<file path="config.mk">
export PLATFORM = sky130hd
export DESIGN_NAME = orv64_clk_gate_ctrl_flat
export DESIGN_NICKNAME = d
export VERILOG_FILES = /design/src/rtl/orv64_clk_gate_ctrl_if.sv /design/src/rtl/orv64_clk_gate_ctrl.sv /design/src/flat_wrapper.sv
export SDC_FILE = /design/constraint.sdc
export NUM_CORES = 1
export LEC_CHECK = 0
export CAP_MARGIN = 20
export CORE_UTILIZATION = 54
export CTS_BUF_LIST = sky130_fd_sc_hd__clkbuf_4 sky130_fd_sc_hd__clkbuf_8 sky130_fd_sc_hd__clkbuf_16
export CTS_CLUSTER_DIAMETER = 200
export DETAILED_ROUTE_END_ITERATION = 6
export PLACE_DENSITY = 0.83
export SLEW_MARGIN = 20
export SYNTH_ARGS = -nofsm -noshare
export SYNTH_HDL_FRONTEND = slang
export SYNTH_SLANG_ARGS = --single-unit
export TNS_END_PERCENT = 30
</file>
<file path="constraint.sdc">
create_clock -name clk -period 3.3 [get_ports clk]
set_input_delay 0.66 -clock clk [delete_from_list [all_inputs] [get_ports clk]]
set_output_delay 0.66 -clock clk [all_outputs]
set_load 0.02 [all_outputs]
</file>
<file path="src/rtl/orv64_clk_gate_ctrl_if.sv">
// Control/status bundle between a clock domain's activity sources and its gate-enable generator.
interface orv64_clk_gate_ctrl_if #(parameter int CNT_W = 16);
    logic             cfg_gate_en;
    logic             force_on;
    logic             busy;
    logic             wake_req;
    logic             clk_en;
    logic             wake_ack;
    logic             gated;
    logic [CNT_W-1:0] gate_evt_cnt;

    modport master (
        output cfg_gate_en, force_on, busy, wake_req,
        input  clk_en, wake_ack, gated, gate_evt_cnt
    );

    modport slave (
        input  cfg_gate_en, force_on, busy, wake_req,
        output clk_en, wake_ack, gated, gate_evt_cnt
    );
endinterface

</file>
<file path="src/rtl/orv64_clk_gate_ctrl.sv">
// Gate-enable generator for an orv64 clock-gating cell: idle-timeout gating, wake sequencing,
// four-phase wake handshake and a saturating gate-event counter. Runs on the ungated clock.
module orv64_clk_gate_ctrl #(
    parameter int IDLE_CYC = 16,
    parameter int WAKE_CYC = 2,
    parameter int CNT_W    = 16
) (
    input  logic                  clk,
    input  logic                  rst,
    orv64_clk_gate_ctrl_if.slave  cg
);
    localparam int IDLE_W = $clog2(IDLE_CYC + 1);
    localparam int WAKE_W = $clog2(WAKE_CYC + 1);
    localparam logic [IDLE_W-1:0] IDLE_LAST = IDLE_W'(IDLE_CYC - 1);
    localparam logic [WAKE_W-1:0] WAKE_LAST = WAKE_W'(WAKE_CYC - 1);

    typedef enum logic [1:0] {ST_RUN, ST_GATED, ST_WAKE} state_t;

    state_t            state, state_nxt;
    logic [IDLE_W-1:0] idle_cnt, idle_nxt;
    logic [WAKE_W-1:0] wake_cnt, wake_nxt;
    logic              act;
    logic              gate_evt;

    function automatic logic [CNT_W-1:0] sat_inc(input logic [CNT_W-1:0] v);
        return (&v) ? v : v + CNT_W'(1);
    endfunction

    always_comb begin
        state_nxt = state;
        idle_nxt  = '0;
        wake_nxt  = '0;
        gate_evt  = 1'b0;
        // An outstanding ack counts as activity so the domain cannot gate mid-handshake.
        act = cg.busy | cg.wake_req | cg.wake_ack | cg.force_on | ~cg.cfg_gate_en;
        unique case (state)
            ST_RUN: begin
                if (!act) begin
                    if (idle_cnt == IDLE_LAST) begin
                        state_nxt = ST_GATED;
                        gate_evt  = 1'b1;
                    end else begin
                        idle_nxt = idle_cnt + IDLE_W'(1);
                    end
                end
            end
            ST_GATED: begin
                if (act) state_nxt = ST_WAKE;
            end
            ST_WAKE: begin
                // Fixed-length settle window; activity here does not extend it.
                if (wake_cnt == WAKE_LAST) state_nxt = ST_RUN;
                else                       wake_nxt  = wake_cnt + WAKE_W'(1);
            end
            default: state_nxt = ST_RUN;
        endcase
    end

    always_ff @(posedge clk) begin
        if (rst) begin
            state           <= ST_RUN;
            idle_cnt        <= '0;
            wake_cnt        <= '0;
            cg.clk_en       <= 1'b1;
            cg.wake_ack     <= 1'b0;
            cg.gated        <= 1'b0;
            cg.gate_evt_cnt <= '0;
        end else begin
            state       <= state_nxt;
            idle_cnt    <= idle_nxt;
            wake_cnt    <= wake_nxt;
            cg.clk_en   <= (state_nxt != ST_GATED);
            cg.gated    <= (state_nxt == ST_GATED);
            // Ack only once the clock is known stable, i.e. from RUN.
            cg.wake_ack <= (state == ST_RUN) && cg.wake_req;
            if (gate_evt) cg.gate_evt_cnt <= sat_inc(cg.gate_evt_cnt);
        end
    end
endmodule

</file>
<file path="src/flat_wrapper.sv">
// flat-port wrapper written by rule: the top's interface ports become plain ports
module orv64_clk_gate_ctrl_flat 
#(
    parameter int IDLE_CYC = 16,
    parameter int WAKE_CYC = 2,
    parameter int CNT_W    = 16
)
  (clk, rst, cg_cfg_gate_en, cg_force_on, cg_busy, cg_wake_req, cg_clk_en, cg_wake_ack, cg_gated, cg_gate_evt_cnt);
  orv64_clk_gate_ctrl_if #(.CNT_W(CNT_W)) cg_i ();
  input  logic clk;
  input  logic rst;
  input wire logic [$bits(cg_i.cfg_gate_en)-1:0] cg_cfg_gate_en;
  input wire logic [$bits(cg_i.force_on)-1:0] cg_force_on;
  input wire logic [$bits(cg_i.busy)-1:0] cg_busy;
  input wire logic [$bits(cg_i.wake_req)-1:0] cg_wake_req;
  output wire logic [$bits(cg_i.clk_en)-1:0] cg_clk_en;
  output wire logic [$bits(cg_i.wake_ack)-1:0] cg_wake_ack;
  output wire logic [$bits(cg_i.gated)-1:0] cg_gated;
  output wire logic [$bits(cg_i.gate_evt_cnt)-1:0] cg_gate_evt_cnt;
  assign cg_i.cfg_gate_en = cg_cfg_gate_en;
  assign cg_i.force_on = cg_force_on;
  assign cg_i.busy = cg_busy;
  assign cg_i.wake_req = cg_wake_req;
  assign cg_clk_en = cg_i.clk_en;
  assign cg_wake_ack = cg_i.wake_ack;
  assign cg_gated = cg_i.gated;
  assign cg_gate_evt_cnt = cg_i.gate_evt_cnt;
  orv64_clk_gate_ctrl #(.IDLE_CYC(IDLE_CYC), .WAKE_CYC(WAKE_CYC), .CNT_W(CNT_W)) u_core (.clk(clk), .rst(rst), .cg(cg_i));
endmodule
</file>
==> flow_summary.toml, run 1 <==
[run_status]
status = "completed"

[layout]
finish.utilization_pct = 71.5
final_common_cell = "dfxtp_1"
multi_input_area_sq_um = 659
design_area_sq_um = 1580
fillers = 182
final_cell_mix = "dfxtp_1, clkdlybuf4s50_1, a21oi_1, o31ai_1, or4_1"
register_area_sq_um = 561
antenna_cells = 0
fin_nets = 176
drive_gt1_share_pct = 7.27
syn2layout_area_growth_pct = 24.4

[timing]
skew_ns = 0.00448
final_max_slew_viol_count = 0
worst_pin_slew_ns = 0.437
finalCriticalPeriod_ns = 2.27
relSlewSlack_pct = 70.8
hold_viol_final = 0
setup_violations = 0
fin_crit_sh_pct = 68.9
tns_ns = 0
rsz0062_at_grt = "no"
final.setup.worst_slack_ns = 1.03
fmax_mhz = 440

[worst_hold_path]
min_to = "u_core.wake_cnt[0]"
hp-start = "u_core.wake_cnt[0]"
holdPathStages = 1
hp-class = "reg -> reg"

[floorplan]
fp.dieH_um = 50.5
core-area_sq_um = 2210
die_x_um = 50.5
initial_utilization_pct = 57.5
die-area_sq_um = 2550
core.rowCount = 17
boundaryPins = 25

[global_routing]
grt_max_degree = 31
track_usage_pct = 23.5
antenna_found_initial = 0
grt_pass1_vias = 1052
grt-ovfl-total = 0
grt_pass1_wl_um = 4510

[detailed_routing]
vias = 1182
viasPerCell = 6.12
drt-initial-drc-count = 18
first_pass_iters = 4
route.detailed.drc = 0
wl_per_cell_um = 13.7
routed_wl_um = 2650
ant_nets = 0

[clock_network]
cts_made_buffers = 3
post-cts-setup-buffers = 0
cts_tree = "yes"
clkSlewWorstSetupHoldPaths_ns = 0.15
clkLatencyLatePin_ns = 0.33
htreeDepth = 1
cts.repair.resized = 0
clock_path_buffers = 2
cts_sinks = 28
cts_root_buf = "clkbuf_4"
ctsHoldBuffers = 0

[setup_path]
timing.rr.end = "u_core.cg.gate_evt_cnt[6]"
arrival_ns = 2.54
path_max_fanout = 16
worstReg2RegStart = "u_core.idle_cnt[0]"
required_ns = 3.57
ff2ff_path_depth = 7
r2r_setup_slack_ns = 1.03
crit_type = "reg -> reg"
crit_path_start_kind = "flip-flop"
worstSetupEndpointType = "flip-flop"

[power]
p_leak_uw = 0.000496
peakVddDrop_mv = 0.263
powerDensity_nw_per_um2 = 368
power_uw = 582

[yosys]
yosysSeqAreaShare_pct = 44.1
async_reset_ff_share_pct = 0
synthCells = 142
syn_area_sq_um = 1270
yosysUniqueCellTypes = 27
synth_enable_flop_cells = 0
synth.yosys.warnings = 0
synth_nets = 152
ys_ff_latch = 28
synth_ff_type = "dfxtp_1"
syn_avg_cell_area_sq_um = 8.95

[job]
maxCapViolations = 0

[placement]
pre_cts_slack_ns = 0.732
placed_area_sq_um = 1530
globalplace.congestion = 0.793
dp_hpwl_um = 1830
portBuffers = 24
Yosys cell counts (4+ instances only):
library cell	number	area, sq um
ha_1	4	50.1
or4_1	12	90.1
clkbuf_1	4	15.0
nand4_1	5	31.3
a21oi_1	17	85.1
nand3_1	7	35.0
nand2_1	6	22.5
and4_1	4	35.0
nor2_1	11	41.3
o31ai_1	12	90.1
dfxtp_1	28	561
inv_1	7	26.3
flip-flops by register name, indices dropped and copies added (netlist names):
signal,flops
u_core.cg.clk_en,1
u_core.cg.gate_evt_cnt,16
u_core.cg.gated,1
u_core.cg.wake_ack,1
u_core.idle_cnt,5
u_core.state,2
u_core.wake_cnt,2
stage by stage:
| stage | std cells | hold WS, ns |
|---|---|---|
| 3_5_place_dp | 189 | 0.418 |
| 5_1_grt | 193 | 0.457 |
| 6_report | 193 | 0.433 |
| 3_3_place_gp | 189 | 0.404 |
| 2_1_floorplan | 142 | 0.396 |
| 4_1_cts | 193 | 0.438 |
power by group:
group	switching [uW]	internal (uW)	leakage (uW)
Clock	101	123	0.0000279
Combinational	9.07	9.50	0.000242
Sequential	0.996	339	0.000226
cell families after synthesis:
logic type	after synthesis	synth area share, %
compound gates	33	15.7
xor+xnor	2	1.38
fa+ha+maj	4	3.94
buf+inv	13	4.04
flops	28	44.1
simple gates	62	30.8
worst max path at each step:
stage / startpoint / to
final: u_core.idle_cnt[0] / u_core.cg.gate_evt_cnt[6]
after CTS: u_core.idle_cnt[0] / u_core.cg.gate_evt_cnt[6]
after floorplan: u_core.idle_cnt[0] / u_core.cg.gate_evt_cnt[14]
after global routing: u_core.idle_cnt[0] / u_core.cg.gate_evt_cnt[6]
after detailed placement: cg_busy / u_core.cg.gate_evt_cnt[3]
after global placement: cg_wake_req / u_core.cg.gate_evt_cnt[15]
metal layers:
metal  part of all wire (%)  GRT usage [%]
met4                    2.2           11.1
met1                     47           28.3
met5                      0              0
met2                     47           40.7
met3                    4.4           3.33
worst max-delay path, stage by stage, from the launching register on:
cell and delay [ns]:
dfxtp_1 0.39, ha_1 0.19, and3_1 0.17, ha_1 0.17, and4bb_2 0.27, nand2_1 0.28
or4_1 0.58, a21oi_1 0.16
area by class of cell:
| cell class | instances | area share, % |
|---|---|---|
| Tap cell | 28 | 2.22 |
| Clock inverter | 1 | 1.90 |
| Inverter | 7 | 1.66 |
| Sequential cell | 28 | 35.4 |
| Clock buffer | 3 | 1.42 |
| Multi-Input combinational cell | 101 | 41.7 |
| Timing Repair Buffer | 25 | 15.7 |
Power figures use the tool's default switching activity.
==> run 2: changes to the inputs <==
--- a/config.mk
+++ b/config.mk
@@ -6,11 +6,12 @@
 export NUM_CORES = 1
 export LEC_CHECK = 0
 export CAP_MARGIN = 20
-export CORE_UTILIZATION = 54
+export CORE_ASPECT_RATIO = 0.5
+export CORE_UTILIZATION = 45
 export CTS_BUF_LIST = sky130_fd_sc_hd__clkbuf_4 sky130_fd_sc_hd__clkbuf_8 sky130_fd_sc_hd__clkbuf_16
 export CTS_CLUSTER_DIAMETER = 200
 export DETAILED_ROUTE_END_ITERATION = 6
-export PLACE_DENSITY = 0.83
+export PLACE_DENSITY = 0.74
 export SLEW_MARGIN = 20
 export SYNTH_ARGS = -nofsm -noshare
 export SYNTH_HDL_FRONTEND = slang
==> constraint.sdc (replaced) <==
create_clock -name clk -period 2.05 [get_ports clk]
set_input_delay 0.41 -clock clk [delete_from_list [all_inputs] [get_ports clk]]
set_output_delay 0.41 -clock clk [all_outputs]
set_load 0.02 [all_outputs]
==> flow_summary.toml, run 2 (same netlist as run 1, synthesis figures left out) <==
[detailed_routing]
routed_wl_um = 3040
drt-initial-drc-count = 43
vias = 1209
route.detailed.drc = 0
wl_per_cell_um = 14.0
viasPerCell = 5.57
ant_nets = 0
first_pass_iters = 4

[global_routing]
grt_max_degree = 31
grt-ovfl-total = 0
track_usage_pct = 20.4
grt_pass1_wl_um = 4610
antenna_found_initial = 0
grt_pass1_vias = 993

[setup_path]
required_ns = 2.28
arrival_ns = 2.35
crit_type = "reg -> reg"
path_max_fanout = 4
worstSetupEndpointType = "flip-flop"
crit_path_start_kind = "flip-flop"

[timing]
finalCriticalPeriod_ns = 2.12
relSlewSlack_pct = 76.0
skew_ns = 0.00437
final_max_slew_viol_count = 0
setup_violations = 3
worst_pin_slew_ns = 0.356
rsz0062_at_grt = "yes"
tns_ns = -0.161
fin_crit_sh_pct = 103
fmax_mhz = 472
final.setup.worst_slack_ns = -0.0694
hold_viol_final = 0

[placement]
globalplace.congestion = 0.751
dp_hpwl_um = 1870
placed_cells = 207
portBuffers = 24
placed_area_sq_um = 1610

[layout]
antenna_cells = 0
final_cell_mix = "dfxtp_1, clkdlybuf4s50_1, buf_4, a21oi_1, nor2_1"
largest_reg_flops = 16
design_area_sq_um = 1800
drive_gt1_share_pct = 23.3
final_cells = 217
syn2layout_area_growth_pct = 41.6
fillers = 210
fin_nets = 191
largest_registers = "u_core.cg.gate_evt_cnt: 16 flops, u_core.idle_cnt: 5 flops"
final_common_cell = "dfxtp_1"
top_register = "u_core.cg.gate_evt_cnt"

[clock_network]
cts_tree = "yes"
htreeDepth = 1
cts_sinks = 28
cts_root_buf = "clkbuf_8"
ctsHoldBuffers = 0
cts_made_buffers = 3
clkSlewWorstSetupHoldPaths_ns = 0.10
clkLatencyLatePin_ns = 0.28
clock_path_buffers = 2

[floorplan]
core.rowCount = 13
core-area_sq_um = 2640
initial_utilization_pct = 48.2
die-area_sq_um = 3050
die_x_um = 77.2
boundaryPins = 25
fp.dieH_um = 39.6

[job]
maxCapViolations = 0

[power]
power_uw = 1020
powerDensity_nw_per_um2 = 568
peakVddDrop_mv = 0.425
p_leak_uw = 0.000578

[run_status]
violations = "negative setup slack"
status = "finished, violations left"

[worst_hold_path]
hp-class = "reg -> reg"
==> run 2: power breakdown <==
group | leakage, uW | switching, uW | internal [uW]
Combinational | 0.000315 | 16.4 | 17.0
Clock | 0.0000357 | 182 | 262
Sequential | 0.000227 | 1.67 | 544
==> run 2: repair_timing <==
| item | CTS | global route |
|---|---|---|
| pin swaps | 10 | 6 |
| endpoints found under the setup margin | 11 | 13 |
| resized for setup | 10 | 8 |
| buffers inserted | 4 | 2 |
==> run 2: metal layers <==
layer  GRT usage (%)  wire, um
met5               0         0
met4            2.83        17
met3            5.81       115
met2            37.2      1420
met1            25.1      1500
==> run 2: cell type report <==
class	instances	area, sq um	share of cell area (%)
clock buffer	3	41.3	2.29
clock inverter	1	30.0	1.67
inverter	7	26.3	1.46
multi-input combinational	101	731	40.6
sequential	28	566	31.4
tap	37	46.3	2.57
timing repair buffer	40	360	20.0
==> run 2: critical path, stage by stage, from the launching register on <==
cell,delay [ns]
dfxtp_4,0.37
ha_4,0.13
and3_4,0.18
ha_4,0.12
and4bb_2,0.28
nand4_1,0.21
buf_4,0.21
or4_4,0.41
a21oi_2,0.14
==> run 2: final timing paths <==
check	start	to	slack, ns	cells past startpoint
setup / recovery	u_core.idle_cnt[0]	u_core.cg.gate_evt_cnt[9]	-0.07	8
hold / removal	u_core.wake_cnt[0]	u_core.wake_cnt[0]	0.45	1
setup reg to reg	u_core.idle_cnt[0]	u_core.cg.gate_evt_cnt[9]	-0.07	8
hold reg to reg	u_core.wake_cnt[0]	u_core.wake_cnt[0]	0.45	1
==> run 2: metrics by stage <==
| stage | utilization, % | setup slack, ns | hold WS, ns |
|---|---|---|---|
| 2_1_floorplan | - | 0.106 | 0.396 |
| 3_3_place_gp | 61.0 | -0.114 | 0.406 |
| 3_5_place_dp | 61.0 | -0.159 | 0.451 |
| 4_1_cts | 66.5 | -0.00465 | 0.468 |
| 5_1_grt | 68.3 | -0.137 | 0.484 |
| 6_report | 68.3 | -0.0694 | 0.455 |
